==> src/rtl/filter_pkg.sv <==
// Shared definitions for the FIR MAC decimator: default widths, FSM encoding,
// legal decimation ratios and Q-format constants.
package filter_pkg;

  localparam int DEF_DATA_W    = 16;
  localparam int DEF_COEF_W    = 18;
  localparam int DEF_NUM_TAPS  = 32;
  localparam int DEF_ACC_WIDTH = 42;

  // Q1.15 sample times Q1.17 coefficient gives 32 fractional bits.
  localparam int ACC_FRAC = 32;

  localparam logic [4:0] DEC_1  = 5'd1;
  localparam logic [4:0] DEC_2  = 5'd2;
  localparam logic [4:0] DEC_4  = 5'd4;
  localparam logic [4:0] DEC_8  = 5'd8;
  localparam logic [4:0] DEC_16 = 5'd16;

  typedef enum logic [1:0] {
    IDLE  = 2'd0,
    MAC   = 2'd1,
    FLUSH = 2'd2
  } mac_state_t;

  // Unsupported ratios fall back to no decimation.
  function automatic logic [4:0] legal_dec(input logic [4:0] dec);
    case (dec)
      DEC_1, DEC_2, DEC_4, DEC_8, DEC_16: legal_dec = dec;
      default:                            legal_dec = DEC_1;
    endcase
  endfunction

endpackage

==> src/rtl/sample_delay_line.sv <==
// Circular sample buffer: one write per accepted sample, and a tap-offset read
// port that returns x[n-k] relative to the newest sample.
module sample_delay_line
  import filter_pkg::*;
#(
  parameter int DATA_W = DEF_DATA_W,
  parameter int DEPTH  = DEF_NUM_TAPS,
  localparam int AW    = $clog2(DEPTH)
) (
  input  logic              clk,
  input  logic              rst,
  input  logic              wr_en,
  input  logic [DATA_W-1:0] wr_data,
  input  logic [AW-1:0]     tap_offset,
  output logic [DATA_W-1:0] tap_data
);

  logic [DATA_W-1:0] mem_r [DEPTH];
  logic [AW-1:0]     wr_ptr_r;
  logic [AW-1:0]     rd_addr_s;

  // Sample storage and write pointer; depth is a power of two so the pointer wraps naturally.
  always_ff @(posedge clk or posedge rst) begin
    if (rst) begin
      wr_ptr_r <= '0;
      for (int i = 0; i < DEPTH; i++) begin
        mem_r[i] <= '0;
      end
    end else if (wr_en) begin
      mem_r[wr_ptr_r] <= wr_data;
      wr_ptr_r        <= wr_ptr_r + AW'(1'b1);
    end
  end

  // The newest sample sits one slot behind the write pointer.
  assign rd_addr_s = wr_ptr_r - AW'(1'b1) - tap_offset;
  assign tap_data  = mem_r[rd_addr_s];

endmodule

==> src/rtl/fir_mac_decimator.sv <==
// Serial MAC FIR decimator: one tap per clock against a programmable coefficient
// bank, emitting the unrounded Q10.32 accumulator with a one-cycle strobe.
module fir_mac_decimator
  import filter_pkg::*;
#(
  parameter int DATA_W    = DEF_DATA_W,
  parameter int COEF_W    = DEF_COEF_W,
  parameter int NUM_TAPS  = DEF_NUM_TAPS,
  parameter int ACC_WIDTH = DEF_ACC_WIDTH
) (
  input  logic                        clk,
  input  logic                        rst,
  input  logic [DATA_W-1:0]           data_in,
  input  logic                        valid_in,
  output logic                        ready,
  input  logic [4:0]                  dec_factor,
  input  logic                        coef_wr_en,
  input  logic [$clog2(NUM_TAPS)-1:0] coef_wr_addr,
  input  logic [COEF_W-1:0]           coef_wr_data,
  output logic [ACC_WIDTH-1:0]        acc_out,
  output logic                        acc_valid,
  output logic                        busy
);

  localparam int TAP_W  = $clog2(NUM_TAPS);
  localparam int PROD_W = DATA_W + COEF_W;

  if (ACC_WIDTH < DATA_W + COEF_W + TAP_W) begin : g_acc_width_check
    $error("ACC_WIDTH must be at least DATA_W + COEF_W + clog2(NUM_TAPS)");
  end
  if (NUM_TAPS < 2 || NUM_TAPS > 64 || (NUM_TAPS & (NUM_TAPS - 1)) != 0) begin : g_taps_check
    $error("NUM_TAPS must be a power of two between 2 and 64");
  end
  if ((DATA_W - 1) + (COEF_W - 1) != ACC_FRAC) begin : g_qformat_check
    $error("sample and coefficient fractional bits must sum to ACC_FRAC");
  end

  mac_state_t               state_r, state_nxt_s;
  logic                     ready_r, busy_r;
  logic [4:0]               phase_r, last_dec_r;
  logic [4:0]               dec_eff_s, phase_eff_s;
  logic                     accept_s, trigger_s, last_tap_s;
  logic [TAP_W-1:0]         tap_cnt_r;
  logic [COEF_W-1:0]        coef_r [NUM_TAPS];
  logic [COEF_W-1:0]        coef_s;
  logic [DATA_W-1:0]        tap_data_s;
  logic signed [PROD_W-1:0] prod_s, prod_r;
  logic                     prod_valid_r;
  logic signed [ACC_WIDTH-1:0] prod_ext_s, acc_r, acc_out_r;
  logic                     acc_valid_r;

  sample_delay_line #(
    .DATA_W (DATA_W),
    .DEPTH  (NUM_TAPS)
  ) u_delay (
    .clk        (clk),
    .rst        (rst),
    .wr_en      (accept_s),
    .wr_data    (data_in),
    .tap_offset (tap_cnt_r),
    .tap_data   (tap_data_s)
  );

  // A ratio change restarts the phase so the current sample becomes phase 0.
  assign accept_s    = valid_in & ready_r;
  assign dec_eff_s   = legal_dec(dec_factor);
  assign phase_eff_s = (dec_eff_s != last_dec_r) ? 5'd0 : phase_r;
  assign trigger_s   = accept_s && (phase_eff_s == dec_eff_s - 5'd1);
  assign last_tap_s  = (tap_cnt_r == {TAP_W{1'b1}});

  // Next-state logic for the MAC sequencer.
  always_comb begin
    state_nxt_s = state_r;
    case (state_r)
      IDLE: begin
        if (trigger_s) state_nxt_s = MAC;
        else           state_nxt_s = IDLE;
      end
      MAC: begin
        if (last_tap_s) state_nxt_s = FLUSH;
        else            state_nxt_s = MAC;
      end
      FLUSH:   state_nxt_s = IDLE;
      default: state_nxt_s = IDLE;
    endcase
  end

  // State register with registered handshake flags derived from the next state.
  always_ff @(posedge clk or posedge rst) begin
    if (rst) begin
      state_r <= IDLE;
      ready_r <= 1'b1;
      busy_r  <= 1'b0;
    end else begin
      state_r <= state_nxt_s;
      ready_r <= (state_nxt_s == IDLE);
      busy_r  <= (state_nxt_s != IDLE);
    end
  end

  // Phase counter and last sampled decimation ratio, both updated only on acceptance.
  always_ff @(posedge clk or posedge rst) begin
    if (rst) begin
      phase_r    <= 5'd0;
      last_dec_r <= DEC_1;
    end else if (accept_s) begin
      last_dec_r <= dec_eff_s;
      phase_r    <= trigger_s ? 5'd0 : phase_eff_s + 5'd1;
    end
  end

  // Coefficient bank; writes landing while a sequence runs are discarded.
  always_ff @(posedge clk or posedge rst) begin
    if (rst) begin
      for (int i = 0; i < NUM_TAPS; i++) begin
        coef_r[i] <= '0;
      end
    end else if (coef_wr_en && !busy_r) begin
      coef_r[coef_wr_addr] <= coef_wr_data;
    end
  end

  assign coef_s     = coef_r[tap_cnt_r];
  assign prod_s     = $signed({{COEF_W{tap_data_s[DATA_W-1]}}, tap_data_s})
                    * $signed({{DATA_W{coef_s[COEF_W-1]}}, coef_s});
  assign prod_ext_s = {{(ACC_WIDTH-PROD_W){prod_r[PROD_W-1]}}, prod_r};

  // Tap sequencing, product pipeline register and accumulator.
  always_ff @(posedge clk or posedge rst) begin
    if (rst) begin
      tap_cnt_r    <= '0;
      prod_r       <= '0;
      prod_valid_r <= 1'b0;
      acc_r        <= '0;
    end else begin
      prod_r       <= prod_s;
      prod_valid_r <= (state_r == MAC);
      if (state_r == IDLE && trigger_s) begin
        tap_cnt_r <= '0;
        acc_r     <= '0;
      end else begin
        if (state_r == MAC) tap_cnt_r <= tap_cnt_r + TAP_W'(1'b1);
        if (prod_valid_r)   acc_r     <= acc_r + prod_ext_s;
      end
    end
  end

  // Result register: FLUSH folds in the last product still in the pipeline.
  always_ff @(posedge clk or posedge rst) begin
    if (rst) begin
      acc_out_r   <= '0;
      acc_valid_r <= 1'b0;
    end else begin
      acc_valid_r <= (state_r == FLUSH);
      if (state_r == FLUSH) acc_out_r <= acc_r + prod_ext_s;
    end
  end

  assign ready     = ready_r;
  assign busy      = busy_r;
  assign acc_out   = acc_out_r;
  assign acc_valid = acc_valid_r;

endmodule

==> config.mk <==
export PLATFORM = sky130hd
export DESIGN_NAME = fir_mac_decimator
export DESIGN_NICKNAME = d
export VERILOG_FILES = /design/src/rtl/filter_pkg.sv /design/src/rtl/sample_delay_line.sv /design/src/rtl/fir_mac_decimator.sv
export SDC_FILE = /design/constraint.sdc
export NUM_CORES = 2
export LEC_CHECK = 0
export ABC_AREA = 1
export CAP_MARGIN = 20
export CORE_ASPECT_RATIO = 0.9
export CORE_MARGIN = 1.5
export CORE_UTILIZATION = 30
export CTS_BUF_LIST = sky130_fd_sc_hd__clkbuf_8
export CTS_CLUSTER_DIAMETER = 150
export CTS_CLUSTER_SIZE = 12
export DETAILED_ROUTE_END_ITERATION = 10
export PLACE_DENSITY = 0.47
export REMOVE_ABC_BUFFERS = 1
export SKIP_CTS_REPAIR_TIMING = 1
export SLEW_MARGIN = 20
export SYNTH_ARGS = -nofsm -noshare
export SYNTH_HDL_FRONTEND = slang
export SYNTH_SLANG_ARGS = --single-unit
==> constraint.sdc <==
create_clock -name clk -period 46.5 [get_ports clk]
set_input_delay 6.975 -clock clk [delete_from_list [all_inputs] [get_ports clk]]
set_output_delay 6.975 -clock clk [all_outputs]
set_load 0.01 [all_outputs]
# Word level (Yosys, flattened, before mapping)
# Index checks and enable logic that the tools add are counted.
dict set report classes {
  add_sub_neg 7
  multipliers 1
  order_cmp 6
  n_eq_ne 10
  mux 22
  bitwise 5
  n_reduce_logical 12
}
# operator n
set ops {}
lappend ops {{bitwise mux 576 bit} 1}
lappend ops {{bitwise mux 512 bit} 1}
lappend ops {{binary-select mux 18 bit (select 5 bit)} 1}
lappend ops {{demux 18 bit (select 5 bit)} 1}
lappend ops {{two-way mux 42 bit} 2}
lappend ops {{binary-select mux 16 bit (select 5 bit)} 1}
lappend ops {{demux 16 bit (select 5 bit)} 1}
lappend ops {{two-way mux 18 bit} 3}
lappend ops {{two-way mux 16 bit} 3}
lappend ops {{adder 42 x 34 -> 42 bit} 1}
lappend ops {{multiplier 16 x 18 -> 34 bit} 1}
lappend ops {{two-way mux 5 bit} 5}
lappend ops {{>= comparator 6 bit, second input constant} 4}
lappend ops {{NOT 5 -> 6 bit} 4}
lappend ops {{adder 5 x 1 -> 5 bit, second input constant} 3}
lappend ops {{less-than comparator 6 x 1 -> 1 bit, second input constant} 2}
lappend ops {{equality test 5 bit, second input constant} 2}
lappend ops {{subtractor 5 x 1 -> 5 bit, second input constant} 2}
lappend ops {{nonzero test 2 bit} 3}
lappend ops {{equality test 5 x 1 -> 1 bit, second input constant} 1}
lappend ops {{equality test 5 x 2 -> 1 bit, second input constant} 1}
lappend ops {{equality test 5 x 3 -> 1 bit, second input constant} 1}
lappend ops {{equality test 5 x 4 -> 1 bit, second input constant} 1}
lappend ops {{equality test 5 bit} 1}
lappend ops {{other kinds (12)} 17}
dict set report totals {
  register_bits 1232
  input_bits 48
  out_inout_bits 45
  wordCells 139
}

# Longest topological paths before layout
dict set report depth {
  word_depth 10
  mapped_depth 43
  mapped_depth_nobuf 35
}

# Hierarchy
# A second synthesis with hierarchy kept.
dict set report hier_totals {
  cells_unflattened 8475
  hier_area_um2 68633.3
}
# mod n_inst cells_each area_per_inst_um2 seq_area_each_um2
set by_module_without_submodules {}
lappend by_module_without_submodules {fir_mac_decimator 1 5259 43859.6 17894.7}
lappend by_module_without_submodules {sample_delay_line 1 3216 24773.8 12937.4}

# Worst setup path after synthesis
# Ideal clock, no wire load.
dict set report synth_timing {
  path_type {input to register}
  start {input port dec_factor[3]}
  end {register acc_r[0]}
  arrival_ps 8788
  t_required_ps 46378
  slack_ps 37590
  cell_stages 16
  path_buffers 1
  cell_sequence {nor2_2 > nand3_2 > nand2_2 > nand2_2 > inv_1 > ha_1 > and3_1 > xor2_1 > inv_1 > nand2_1 > nand2_1 > nor2_2 > nand4_2 > clkinv_2 > buf_6 > nor2_2}
}
dict set report synth_via {
  elab_chain_len 9
  word_cells_on_any_way 15
  classes_between {add/sub (1); eq/ne (7); mux (3); reduce/logical (4)}
}
# item line
set synth_lines {}
lappend synth_lines {{start: declaration} fir_mac_decimator.sv:16} ;# input logic [4:0] dec_factor,
lappend synth_lines {{equality test 5 x 1 -> 1 bit (tied with other cells)} filter_pkg.sv:27} ;# case (dec)
lappend synth_lines {{OR reduction 5 bit} filter_pkg.sv:27}
lappend synth_lines {{two-way mux 5 bit (*)} filter_pkg.sv:27}
lappend synth_lines {{parallel branches: the longest is 2 deep, another holds subtractor 5 x 1 -> 5 bit} --}
lappend synth_lines {{equality test 5 bit (*)} fir_mac_decimator.sv:68} ;# assign trigger_s = accept_s && (phase_eff_s == dec_eff_s - 5'd1);
lappend synth_lines {{logical AND 1 bit (*)} fir_mac_decimator.sv:68}
lappend synth_lines {{logical AND 1 bit (*)} fir_mac_decimator.sv:138} ;# if (state_r == IDLE && trigger_s) begin
lappend synth_lines {{two-way mux 42 bit or nonzero test 2 bit (tied branches)} --}
lappend synth_lines {{end signal: assignment} fir_mac_decimator.sv:143} ;# if (prod_valid_r) acc_r <= acc_r + prod_ext_s;
lappend synth_lines {{end: declaration} fir_mac_decimator.sv:49} ;# logic signed [ACC_WIDTH-1:0] prod_ext_s, acc_r, acc_out_r;
# Every way passes the cells marked *.
# A chain may end at the register's enable or synchronous reset.

# Final worst setup path
dict set report layout_timing {
  start {register tap_cnt_r[0]}
  end {register prod_r[31]}
}
dict set report layout_via {
  elab_chain_len 6
  word_cells_on_any_way 10
  classes_between {add/sub (1); mul (1); mux (6); bitwise (2)}
}
# item line
set layout_lines {}
lappend layout_lines {{start: declaration} fir_mac_decimator.sv:43} ;# logic [TAP_W-1:0] tap_cnt_r;
lappend layout_lines {{start signal: assignment} fir_mac_decimator.sv:142} ;# if (state_r == MAC) tap_cnt_r <= tap_cnt_r + TAP_W'(1'b1);
lappend layout_lines {{subtractor 5 bit} sample_delay_line.sv:36} ;# assign rd_addr_s = wr_ptr_r - AW'(1'b1) - tap_offset;
lappend layout_lines {{NOT 5 -> 6 bit (implied by the code)} sample_delay_line.sv:37} ;# assign tap_data = mem_r[rd_addr_s];
lappend layout_lines {{binary-select mux 16 bit (select 5 bit)} sample_delay_line.sv:37}
lappend layout_lines {{two-way mux 16 bit (implied by the code) (2 in a row)} sample_delay_line.sv:37}
lappend layout_lines {{multiplier 16 x 18 -> 34 bit (*)} fir_mac_decimator.sv:125} ;# * $signed({{DATA_W{coef_s[COEF_W-1]}}, coef_s});
lappend layout_lines {{via prod_s[31]} fir_mac_decimator.sv:47} ;# logic signed [PROD_W-1:0] prod_s, prod_r;
lappend layout_lines {{end signal: assignment} fir_mac_decimator.sv:136} ;# prod_r <= prod_s;
lappend layout_lines {{end: declaration} fir_mac_decimator.sv:47}
# The timed path passes the listed nets; every way through them passes the cells marked *. The select of a mux whose other input is x is not followed.

==> results.env <==
GRT_SETUP_UNREPAIRED='false'
FINISH.NET_COUNT=8332
GP_CONGESTION=0.857
TIMING_HOLD_VIOLATIONS_FINAL=0
R2R-START='tap_cnt_r[0]'
MAX_SLEW.WORST_PIN.SLEW_NS=1.13
DRT.ANTENNA.VIOLATING_NETS=0
GRTUSAGEMET1_PCT=27.3
TIMING.CRITICAL_PATH.REQUIRED_NS=47.29
POST-ROUTE-PERIOD-UTIL_PCT=23.8
FINAL_CELL_MIX='nand2_1, o21ai_0, dfrtp_1, inv_1, nor2_1'
CRIT_PATH_START_KIND='flip-flop'
POST-PLACE-WS_NS=35.49
VIAS=54166
CTS_NUM_SINKS=1232
MAX_CAP_VIOL_COUNT=0
CLOCK_TREE.ROOT_CELL='clkbuf_8'
FP.DIEH_UM=452
POSTSYNTH.TOPFLOPCELL='dfrtp_1'
CRITPATHCAPTURETYPE='flip-flop'
GRT_PASS1_WL_UM=334000
DRTITER0DRC=4941
CLASS_OF_THE_WORST_HOLD_PATH='reg2reg'
FINAL_CORE_UTILIZATION_PCT=32.7
SYNTH_TOP_AREA_CELL='dfrtp_1'
R2R.WORST_PATH.CELLS=35
FIN_SETUP_TNS_NS=0
ARRIVAL_WORST_ENDPOINT_NS=11.87
POST-ROUTE-MIN-PERIOD_NS=11.07
DP.FINAL_HPWL_UM=135000
SYNTH.AREA.TOP_CELLS='dfrtp_1, o21ai_0, nand2_1'
LAYOUT_COMMONEST_CELL='nand2_1'
DISTINCT_CELL_TYPE_COUNT_OF_THE_SYNTHESIZED_NETLIST=52
TIMING.HOLD.WS_NS=0.483
CRIT_SLOWEST_CELL='dfrtp_4'
FINAL-MAX-SLEW-VIOLATION-COUNT=0
WORST_SETUP_HOLD_PATH_CLK_SLEW_NS=0.09
ACHIEVABLE-FREQUENCY_MHz=90.3
PATH_MAX_FANOUT=86
GRT_UTIL_MET3_PCT=2.18
SETUP_VIOL_COUNT_FINAL=0
CLOCK_TREE.HTREE_LEVEL_COUNT=3
SYNTH_EDF_COUNT=0
GR-USAGE-ALL-LAYERS_PCT=18.8
PIN_COUNT_OF_THE_BIGGEST_NET_ENTERING_GLOBAL_ROUTING=170
CRITICAL_PATH.MAX_STAGE_DELAY_NS=1.00
NUMBER_OF_ANTENNA_VIOLATIONS_AT_THE_FIRST_CHECK_IN_GLOBAL_ROUTING=8
GLOBALROUTE.TOTALOVERFLOW=0
NUMCTSBUFFERS=114
MAPPED_CELLS=8078
YS_ASYNC_SR_FRACTION_PCT=100
CRIT_PATH_START='tap_cnt_r[0]'
GRT-BUSIEST-LAYER='met2'
STATUS='finished, final reports clean'
SLEW_HEADROOM_PCT=24.5
SYNTH_TOP_AREA_SHARE_PCT=45.8
CLOCKBUFFERDEPTH=3
DRT_DRC_VIOLATIONS_LEFT=0
TRITONCTS='yes'
SYNTH.YOSYS.SEQ_AREA_SHARE_PCT=45.8
FLOORPLAN.CORE_AREA_MM2=0.222
KIND_OF_CRITICAL_PATH='reg2reg'
INITIAL_UTILIZATION_PCT=30.2
MET2_USAGE_PCT=30.0
FINAL_LAYOUT_SIZE_SUFFIX_GT1_SHARE_PCT=4.81
IO-PIN-COUNT=93
WL_PER_CELL_UM=19.7
CLKLATENCYLATEPIN_NS=0.93
GRT_PASS1_VIAS=53665
PLACEMENTROWS=164
FIRSTDRTPASSITERS=8
FIN_WORST_SKEW_NS=0.118
SYNTH-WARNING-COUNT=0
PORTBUFFERS=92
TIMING.REG2REG.SETUP_SLACK_NS=35.43
SYN2LAYOUT_AREA_GROWTH_PCT=8.21
DETAIL_ROUTE.VIAS_PER_CELL=4.98
DIEAREA_MM2=0.227
REG2REG_TO='prod_r[31]'
FINALWORSTSETUPSLACK_NS=35.43
NETLIST_AREA_MM2=0.0673
YOSYS_REGISTER_BITS=1232
WORSTSETUPENDPOINT='prod_r[31]'
OVERALL_ROUTED_NET_LENGTH_UM=215000
CHIPWIDTH_UM=502
SYN_AREA_PER_CELL_UM2=8.33
-- worst min-delay path by stage --
stage	slack [ns]	start	depth (start not counted)	to
CTS	0.49	coef_r[147]	2	coef_r[147]
floorplan	0.45	coef_r[162]	2	coef_r[162]
global placement	0.46	coef_r[219]	2	coef_r[219]
finish	0.48	coef_r[265]	2	coef_r[265]
detailed placement	0.46	acc_out[35]	2	acc_out[35]
global route	0.50	coef_r[265]	2	coef_r[265]
-- kinds of logic after synthesis --
logic type | after synthesis | share of synthesized area [%]
AO/OA/AOI/OAI | 2264 | 18.2
multiplexers | 2 | 0.0298
XOR/XNOR | 83 | 1.08
flip-flops | 1232 | 45.8
adder cells (fa/ha/maj) | 431 | 11.3
buffers and inverters | 1194 | 6.91
AND/OR/NAND/NOR | 2872 | 16.6
-- critical path: cells and delay by family (launching register included) --
| kind | cells | cell delay, ns |
|---|---|---|
| and+or+nand+nor | 4 | 0.59 |
| buffers and inverters | 9 | 2.46 |
| DFF | 1 | 1.00 |
| adders and majority gates | 9 | 4.51 |
| xor gates and xnor gates | 1 | 0.17 |
| AOI/OAI and AO/OA | 12 | 2.06 |
-- final cells by class --
type	instances	area, µm²
clock buffers	116	1600
flip-flops and latches	1232	30800
clock inverters	32	204
diodes	4	10.0
fillers	23584	150000
multi-input cells	5652	31900
well taps	2988	3740
repair buffers	227	2110
inverters	626	2380
-- flip-flops by register name, summed over array words and instances, names as in the netlist --
signal and cells:
coef_r 576, u_delay.mem_r 512, acc_out 42, acc_r 42
prod_r 34, last_dec_r 5, phase_r 5, tap_cnt_r 5
u_delay.wr_ptr_r 5, state_r 2, acc_valid 1, busy 1
prod_valid_r 1, ready 1
-- synth_stat cells, types with 15 or more instances --
cell type and number:
fa_1 293, or2_2 15, o221ai_1 23, a221oi_1 66, clkbuf_1 439, a22oi_1 30
xor2_1 47, buf_1 34, nand3_1 116, a21oi_1 367, o21ai_0 1546, ha_1 138
xnor2_1 36, dfrtp_1 1230, o22ai_1 115, buf_2 84, inv_2 15, nand2_1 2046
o21bai_1 27, inv_1 606, a32o_1 30, nor2_1 618, nor3_1 22
-- metal layers --
metal  part of all wire [%]  up-vias  wire, µm
li1                       -    25793         -
met1                     49    26854    104000
met5                      0        -         0
met4                    1.9        0      4140
met2                     45     1288     96100
met3                    4.6      231      9940
-- stage by stage --
stage	instance area, µm²	instances
floorplan	65000	7510
global route	72800	10876
global placement	70800	10716
finish	72800	10877
CTS	72700	10869
detailed placement	70900	10721
Power is not shown: default switching activity piles up to over one toggle a cycle in this logic, so the estimate is an artifact.
